$ cat src/rtl/mem_arb_pkg.sv
// Shared state encoding and parameter helpers for the memory arbiter and its pickers.
package mem_arb_pkg;

    typedef enum logic [1:0] {
        IDLE  = 2'd0,
        CLEAR = 2'd1,
        RUN   = 2'd2
    } arb_state_e;

    localparam int unsigned MIN_NUM_REQ = 2;
    localparam int unsigned MAX_NUM_REQ = 8;

    function automatic bit num_req_legal(input int unsigned n);
        return (n >= MIN_NUM_REQ) && (n <= MAX_NUM_REQ);
    endfunction

    // Width of an index into n requesters; never zero.
    function automatic int unsigned idx_width(input int unsigned n);
        return (n > 1) ? $clog2(n) : 1;
    endfunction

endpackage

$ cat src/rtl/mem_arbiter_rr_pick.sv
// Combinational round-robin picker: first valid requester at or after ptr, wrapping.
module rr_pick
    import mem_arb_pkg::*;
#(
    parameter int unsigned NUM_REQ = 4,
    parameter int unsigned PTR_W   = idx_width(NUM_REQ)
) (
    input  logic [NUM_REQ-1:0] valid,
    input  logic [PTR_W-1:0]   ptr,
    output logic [NUM_REQ-1:0] grant,
    output logic [PTR_W-1:0]   winner,
    output logic               any
);

    int unsigned idx;

    always_comb begin
        grant  = '0;
        winner = '0;
        any    = 1'b0;
        idx    = 0;
        for (int unsigned i = 0; i < NUM_REQ; i++) begin
            idx = 32'(ptr) + i;
            if (idx >= NUM_REQ) begin
                idx = idx - NUM_REQ;
            end
            if (!any && valid[PTR_W'(idx)]) begin
                any                = 1'b1;
                winner             = PTR_W'(idx);
                grant[PTR_W'(idx)] = 1'b1;
            end
        end
    end

endmodule

$ cat src/rtl/mem_arbiter.sv
// Round-robin access controller for a single-write/single-read-port memory.
// Clears the array after reset, then grants one transaction per cycle.
module mem_arbiter
    import mem_arb_pkg::*;
#(
    parameter int unsigned ADDR_SIZE = 4,
    parameter int unsigned BYTE_SIZE = 8,
    parameter int unsigned NUM_REQ   = 4
) (
    input  logic                           clock,
    input  logic                           reset_n,
    input  logic [NUM_REQ-1:0]             req_valid,
    input  logic [NUM_REQ-1:0]             req_we,
    input  logic [NUM_REQ*ADDR_SIZE-1:0]   req_addr,
    input  logic [NUM_REQ*BYTE_SIZE-1:0]   req_wdata,
    output logic [NUM_REQ-1:0]             req_ready,
    output logic [NUM_REQ-1:0]             rsp_valid,
    output logic [BYTE_SIZE-1:0]           rsp_data,
    output logic                           init_done,
    output logic                           mem_wen,
    output logic [ADDR_SIZE-1:0]           mem_waddr,
    output logic [BYTE_SIZE-1:0]           mem_wdata,
    output logic [ADDR_SIZE-1:0]           mem_raddr,
    input  logic [BYTE_SIZE-1:0]           mem_rdata
);

    localparam int unsigned PTR_W = idx_width(NUM_REQ);
    localparam int unsigned DEPTH = 1 << ADDR_SIZE;

    if (!num_req_legal(NUM_REQ)) begin : g_bad_num_req
        $error("mem_arbiter: NUM_REQ must be within 2..8");
    end

    arb_state_e             state_q, state_d;
    logic [PTR_W-1:0]       ptr_q, ptr_d;
    logic [ADDR_SIZE-1:0]   clear_cnt_q, clear_cnt_d;
    logic                   init_done_q, init_done_d;
    logic [NUM_REQ-1:0]     rsp_valid_q, rsp_valid_d;
    logic [BYTE_SIZE-1:0]   rsp_data_q, rsp_data_d;

    logic [NUM_REQ-1:0]     pick_grant;
    logic [PTR_W-1:0]       pick_winner;
    logic                   pick_any;

    rr_pick #(
        .NUM_REQ (NUM_REQ),
        .PTR_W   (PTR_W)
    ) u_rr_pick (
        .valid  (req_valid),
        .ptr    (ptr_q),
        .grant  (pick_grant),
        .winner (pick_winner),
        .any    (pick_any)
    );

    always_ff @(posedge clock or negedge reset_n) begin
        if (!reset_n) begin
            state_q     <= IDLE;
            ptr_q       <= '0;
            clear_cnt_q <= '0;
            init_done_q <= 1'b0;
            rsp_valid_q <= '0;
            rsp_data_q  <= '0;
        end else begin
            state_q     <= state_d;
            ptr_q       <= ptr_d;
            clear_cnt_q <= clear_cnt_d;
            init_done_q <= init_done_d;
            rsp_valid_q <= rsp_valid_d;
            rsp_data_q  <= rsp_data_d;
        end
    end

    // Next-state, pointer rotation and memory port muxing.
    always_comb begin
        state_d     = state_q;
        ptr_d       = ptr_q;
        clear_cnt_d = clear_cnt_q;
        init_done_d = init_done_q;
        rsp_valid_d = '0;
        rsp_data_d  = rsp_data_q;
        req_ready   = '0;
        mem_wen     = 1'b0;
        mem_waddr   = '0;
        mem_wdata   = '0;
        mem_raddr   = '0;

        case (state_q)
            IDLE: begin
                state_d     = CLEAR;
                clear_cnt_d = '0;
                init_done_d = 1'b0;
            end
            CLEAR: begin
                mem_wen     = 1'b1;
                mem_waddr   = clear_cnt_q;
                clear_cnt_d = clear_cnt_q + ADDR_SIZE'(1);
                if (clear_cnt_q == ADDR_SIZE'(DEPTH - 1)) begin
                    state_d     = RUN;
                    init_done_d = 1'b1;
                end
            end
            RUN: begin
                req_ready = pick_grant;
                if (pick_any) begin
                    // Explicit wrap keeps the pointer legal for non-power-of-two NUM_REQ.
                    if (32'(pick_winner) == NUM_REQ - 1) begin
                        ptr_d = '0;
                    end else begin
                        ptr_d = pick_winner + PTR_W'(1);
                    end
                    if (req_we[pick_winner]) begin
                        mem_wen   = 1'b1;
                        mem_waddr = req_addr[32'(pick_winner) * ADDR_SIZE +: ADDR_SIZE];
                        mem_wdata = req_wdata[32'(pick_winner) * BYTE_SIZE +: BYTE_SIZE];
                    end else begin
                        mem_raddr   = req_addr[32'(pick_winner) * ADDR_SIZE +: ADDR_SIZE];
                        rsp_valid_d = pick_grant;
                        rsp_data_d  = mem_rdata;
                    end
                end
            end
            default: begin
                state_d = IDLE;
            end
        endcase
    end

    assign rsp_valid = rsp_valid_q;
    assign rsp_data  = rsp_data_q;
    assign init_done = init_done_q;

endmodule

$ cat config.mk
export PLATFORM = sky130hd
export DESIGN_NAME = mem_arbiter
export DESIGN_NICKNAME = d
export VERILOG_FILES = /design/src/rtl/mem_arb_pkg.sv /design/src/rtl/mem_arbiter_rr_pick.sv /design/src/rtl/mem_arbiter.sv
export SDC_FILE = /design/constraint.sdc
export NUM_CORES = 1
export LEC_CHECK = 0
export CAP_MARGIN = 30
export CORE_ASPECT_RATIO = 0.75
export CORE_MARGIN = 1
export CORE_UTILIZATION = 44
export CTS_CLUSTER_DIAMETER = 100
export DETAILED_ROUTE_END_ITERATION = 10
export PLACE_DENSITY_LB_ADDON = 0.25
export SYNTH_ARGS = -nofsm -noshare
export SYNTH_HDL_FRONTEND = slang
export SYNTH_SLANG_ARGS = --single-unit
$ cat constraint.sdc
create_clock -name clock -period 5.2 [get_ports clock]
set_input_delay 0.78 -clock clock [delete_from_list [all_inputs] [get_ports clock]]
set_output_delay 0.78 -clock clock [all_outputs]
set_load 0.03 [all_outputs]
== After elaboration in Yosys (flattened, before gate mapping) ==
Cells that the tools add are included.
Cells by class
  $add $sub $neg: 9
  $lt $le $gt $ge: 13
  equality and inequality tests: 5
  reduce and logical (&&, ||, !) cells: 16
  bitwise operators: 5
  multiplexer cells: 56
  shift operators: 2
Operators with widths (number)
  $mux 4: 13
  $shiftx 32x6->8: 1
  $mux 8: 3
  $mux 2: 10
  $mux 1: 16
  $pmux 4 s2: 2
  $shiftx 16x5->4: 1
  $lt 2x3->1 const B: 5
  $or 4x4->4: 3
  $bmux 1 s2: 5
  $ge 3x3->1 const B: 3
  $demux 1 s2: 4
  $ge 2x1->1 const B: 4
  $sub 2x1->2 const B: 4
  $logic_and 1x1->1: 7
  $add 2x2->3 const B: 2
  $pmux 2 s3: 1
  $reduce_and 2->1: 3
  $add 4x1->4 const B: 1
  $eq 2x2->1 const B: 2
  $eq 4x4->1 const B: 1
  $pmux 1 s2: 2
  $add 2x1->3 const B: 1
  $ge 2x3->1 const B: 1
  8 further kinds: 11
Storage, ports and cells
  bits in registers: 21
  output and inout port bits: 34
  logic and storage cells: 112
  input port bits: 66

== Logic depth before layout (Yosys ltp) ==
  depth after elaboration: 19
  depth in mapped cells: 12
  depth with buffers taken out: 9

== Modules after synthesis ==
Synthesis repeated with hierarchy kept, for this count alone.
Unflattened totals
  cells, all modules: 162
  area total of the unflattened synthesis: 1854.3 µm²
Modules (own cells, without submodules)
  mem_arbiter: sequential area each 525.5 µm², area each 1435.1 µm², instances 1, cells each 117
  rr_pick: sequential area each 0.0 µm², area each 419.2 µm², instances 1, cells each 45

== Least setup slack after synthesis ==
Ideal clock, no wire load.
  path type: register to output
  start: reg ptr_q[0]
  end: out mem_waddr[0]
  path slack: 1346 ps
  data required time: 4420 ps
  data arrival time: 3074 ps
  path buffers: 3
  cell stages (with the launch flop): 13
  cells stage by stage: dfrtp_1 > buf_6 > inv_1 > ha_1 > mux4_2 > or3_1 > a21oi_2 > or2_4 > buf_8 > buf_8 > a21boi_2 > o21ai_1 > a21boi_1
Between the ends
  word-level cells in the longest chain between the ends: 19
Ends and longest elaborated chain
  start: declaration: line mem_arbiter.sv:35  | logic [PTR_W-1:0] ptr_q, ptr_d;
  start signal: assignment: line mem_arbiter.sv:66  | ptr_q <= ptr_d;
  parallel branches: the longest is 17 deep, another holds $add 2x1->3
  $mux 4 (*): line mem_arbiter.sv:105  | if (pick_any) begin
  $pmux 4 s2 (*): line mem_arbiter.sv:88  | case (state_q)
  end: declaration: line mem_arbiter.sv:21  | output logic [ADDR_SIZE-1:0] mem_waddr,
Every way passes the cells marked *. The select of a mux whose other input is x is not followed.

== Final worst setup path ==
Same ends and word-level chain as after synthesis.

==> results.ini <==
[clocking]
cts-buffers-inserted=3
clk-insertion-delay-late_ns=0.25
clock_path_buffers=2
cts_hold_buf=0
clockRootBuffer=clkbuf_8
clkSlewWorstSetupHoldPaths_ns=0.07
clock_sinks=21
cts_tree=yes
post_cts_resized=0
htreeDepth=1
cts_setup_buffers=0

[yosys]
yosysUniqueCellTypes=48
ys_warn_count=0
synth_flop_cell=dfrtp_1
synth-async-reset-ratio=1.00
synth-seq-cells=21
syn_inst=196
synth-edff-count=0
syn_nets=274
synth.avg_cell_area_um2=9.93
syn_area_um2=1950
ys_seq_area_frac=0.270

[drt]
totalWireLength_um=5130
ant_nets=0
via_per_inst=5.37
post-route-drc-count=0
drt-initial-drc-count=96
first_pass_iters=4
vias=1864
wl_per_cell_um=14.8

[timing]
max_freq_mhz=214
tightest_slew_ns=0.883
holdWs_ns=0.502
period_needed_ns=4.68
slew_viol_final=0
rsz0062_at_grt=false
fin_setup_tns_ns=0
hold_violations=0
fin_skew_ns=0.00250
max_slew_margin=0.409
fin_crit_sh=0.900
setup_viol=0

[power]
powerDensity_nw_per_um2=707
clockPowerShare=0.050
p_sw_frac=0.504
p_leak_uw=0.00125
p_int_uw=1030
p_seq_frac=0.127
power_uw=2080
ir_drop_mv=0.426
p_switching_uw=1050
p_comb_frac=0.823

[global_route]
grt-ovfl-total=0
grt_first_pass_wirelength_um=7950
grtUsageMet2=0.338
grt_use_met1=0.318
antenna_found_initial=0
grt_max_degree=22
grt_use_total=0.218
busiest_layer=met2
use_met3=0.0431
grt_pass1_vias=1697

[setup_path]
required_ns=4.42
r2r_slack_ns=1.44
startpoint=ptr_q[0]
crit_path_end=mem_waddr[0]
reg2reg_from=ptr_q[0]
r2r-end=rsp_data[0]
worst_setup_path_end_kind=output port
worstSetupPathType=flip-flop to output port
r2r_cells=10
arrival_ns=3.90
critPathLaunchType=flip-flop
crit_fanout=14

[flow_run]
maxCapViolations=0

[cells_and_area]
fillCellCount=334
regArea_um2=526
area_growth_pct=50.9
final_cell_mix=82 x clkdlybuf4s50_1, 24 x nand2_1, 21 x dfrtp_1
multiInputGateArea_um2=1300
design_area_um2=2940
layout_commonest_cell=clkdlybuf4s50_1
drive_gt1_frac=0.192
diodes=0
nNetsFinal=371

[die]
core-area_um2=4150
start_util=0.469
fp.dieW_um=78.8
rows=20
pin_count=100
die_h_um=59.6
die_area_um2=4700

[placement]
io_buffers=99
placed_area_um2=2890
place_congestion=0.825
hpwlAfterDp_um=3970

[status]
status=finished clean

[worst_hold_path]
hold_path.class=flip-flop to flip-flop

[synthesized netlist by cell type, types with 2 or more instances]
cell type	count	area (µm²)
xnor2_1	2	17.5
buf_6	4	45.0
ha_1	12	150
o21a_1	6	45.0
buf_8	2	30.0
nor2b_1	5	31.3
clkbuf_1	2	7.51
a21o_1	3	22.5
nor2_1	14	52.6
a31o_2	2	17.5
o21ai_0	4	20.0
mux2_1	3	33.8
dfrtp_1	21	526
mux2_4	6	90.1
inv_1	8	30.0
a21boi_1	3	22.5
and2_1	8	50.1
a221oi_1	4	35.0
nand3_1	3	15.0
a21oi_2	2	17.5
a21boi_2	5	56.3
nor4b_1	2	17.5
o21ai_1	4	20.0
a21oi_1	10	50.1
mux4_2	10	225
nor3b_1	2	15.0
a211oi_1	2	15.0
nand2_1	24	90.1
a22oi_1	4	30.0
[metal layers]
metal  vias to the layer above  wire length [µm]
li1                        910                 -
met1                       859              2380
met2                        91              2220
met3                         4               498
met4                         0                43
met5                         -                 0
[logic make-up (layout without fill, tap and decap cells)]
group                      after synthesis  in the layout  share of synthesized area
and+or+nand+nor                         66             66                      0.174
AOI/OAI and AO/OA                       56             56                      0.217
DFF                                     21             21                      0.270
muxes                                   20             20                      0.184
buffers and inverters                   18            114                     0.0643
adders and majority gates               12             12                     0.0771
xor gates and xnor gates                 3              3                     0.0135
[critical path: stages, from the launching register on]
cell and delay [ns]:
dfrtp_1 0.64, inv_1 0.26, ha_1 0.49, mux4_2 0.44, or3_1 0.36, a21oi_2 0.19, a2111oi_2 0.08, a211oi_2 0.65
o21ai_1 0.17, a21boi_1 0.17, buf_4 0.18
[state kept, by name, summed over array words and instances, names as in the netlist]
register     count
ptr_q            2
clear_cnt_q      4
rsp_valid        4
init_done        1
rsp_data         8
state_q          2
[how the worst min path moves through the flow]
stage / start / endpoint / slack [ns] / cells after the start
after floorplan: reset_n / clear_cnt_q[0] / 0.48 / 0
after global placement: rsp_data[0] / rsp_data[0] / 0.48 / 1
after detailed placement: rsp_data[0] / rsp_data[0] / 0.47 / 1
after CTS: rsp_data[0] / rsp_data[0] / 0.50 / 1
after global routing: rsp_data[0] / rsp_data[0] / 0.52 / 1
final: rsp_data[0] / rsp_data[0] / 0.50 / 1
[cell type report]
cell class | instances | share of cell area
clock buffers | 3 | 0.0141
clock inverters | 1 | 0.00170
inverters | 8 | 0.0102
multi-input cells | 157 | 0.441
flip-flops and latches | 21 | 0.179
well taps | 55 | 0.0234
repair buffers | 102 | 0.330
[power groups by stage]
stage	logic, µW	clock network [µW]	registers, µW
2_1_floorplan	1210	0	324
3_3_place_gp	1690	0	268
3_5_place_dp	1710	0	263
4_1_cts	1710	107	264
5_1_grt	1820	115	273
6_report	1710	104	264
[through the flow]
stage | setup WS (ns) | util | cells
after CTS | 0.539 | 0.707 | 347
final | 0.523 | 0.707 | 347
after global routing | 0.212 | 0.707 | 347
after global placement | 0.669 | 0.696 | 343
after detailed placement | 0.606 | 0.696 | 343
after floorplan | 1.35 | - | 196
Note: power is estimated with default switching activity, not from simulation.
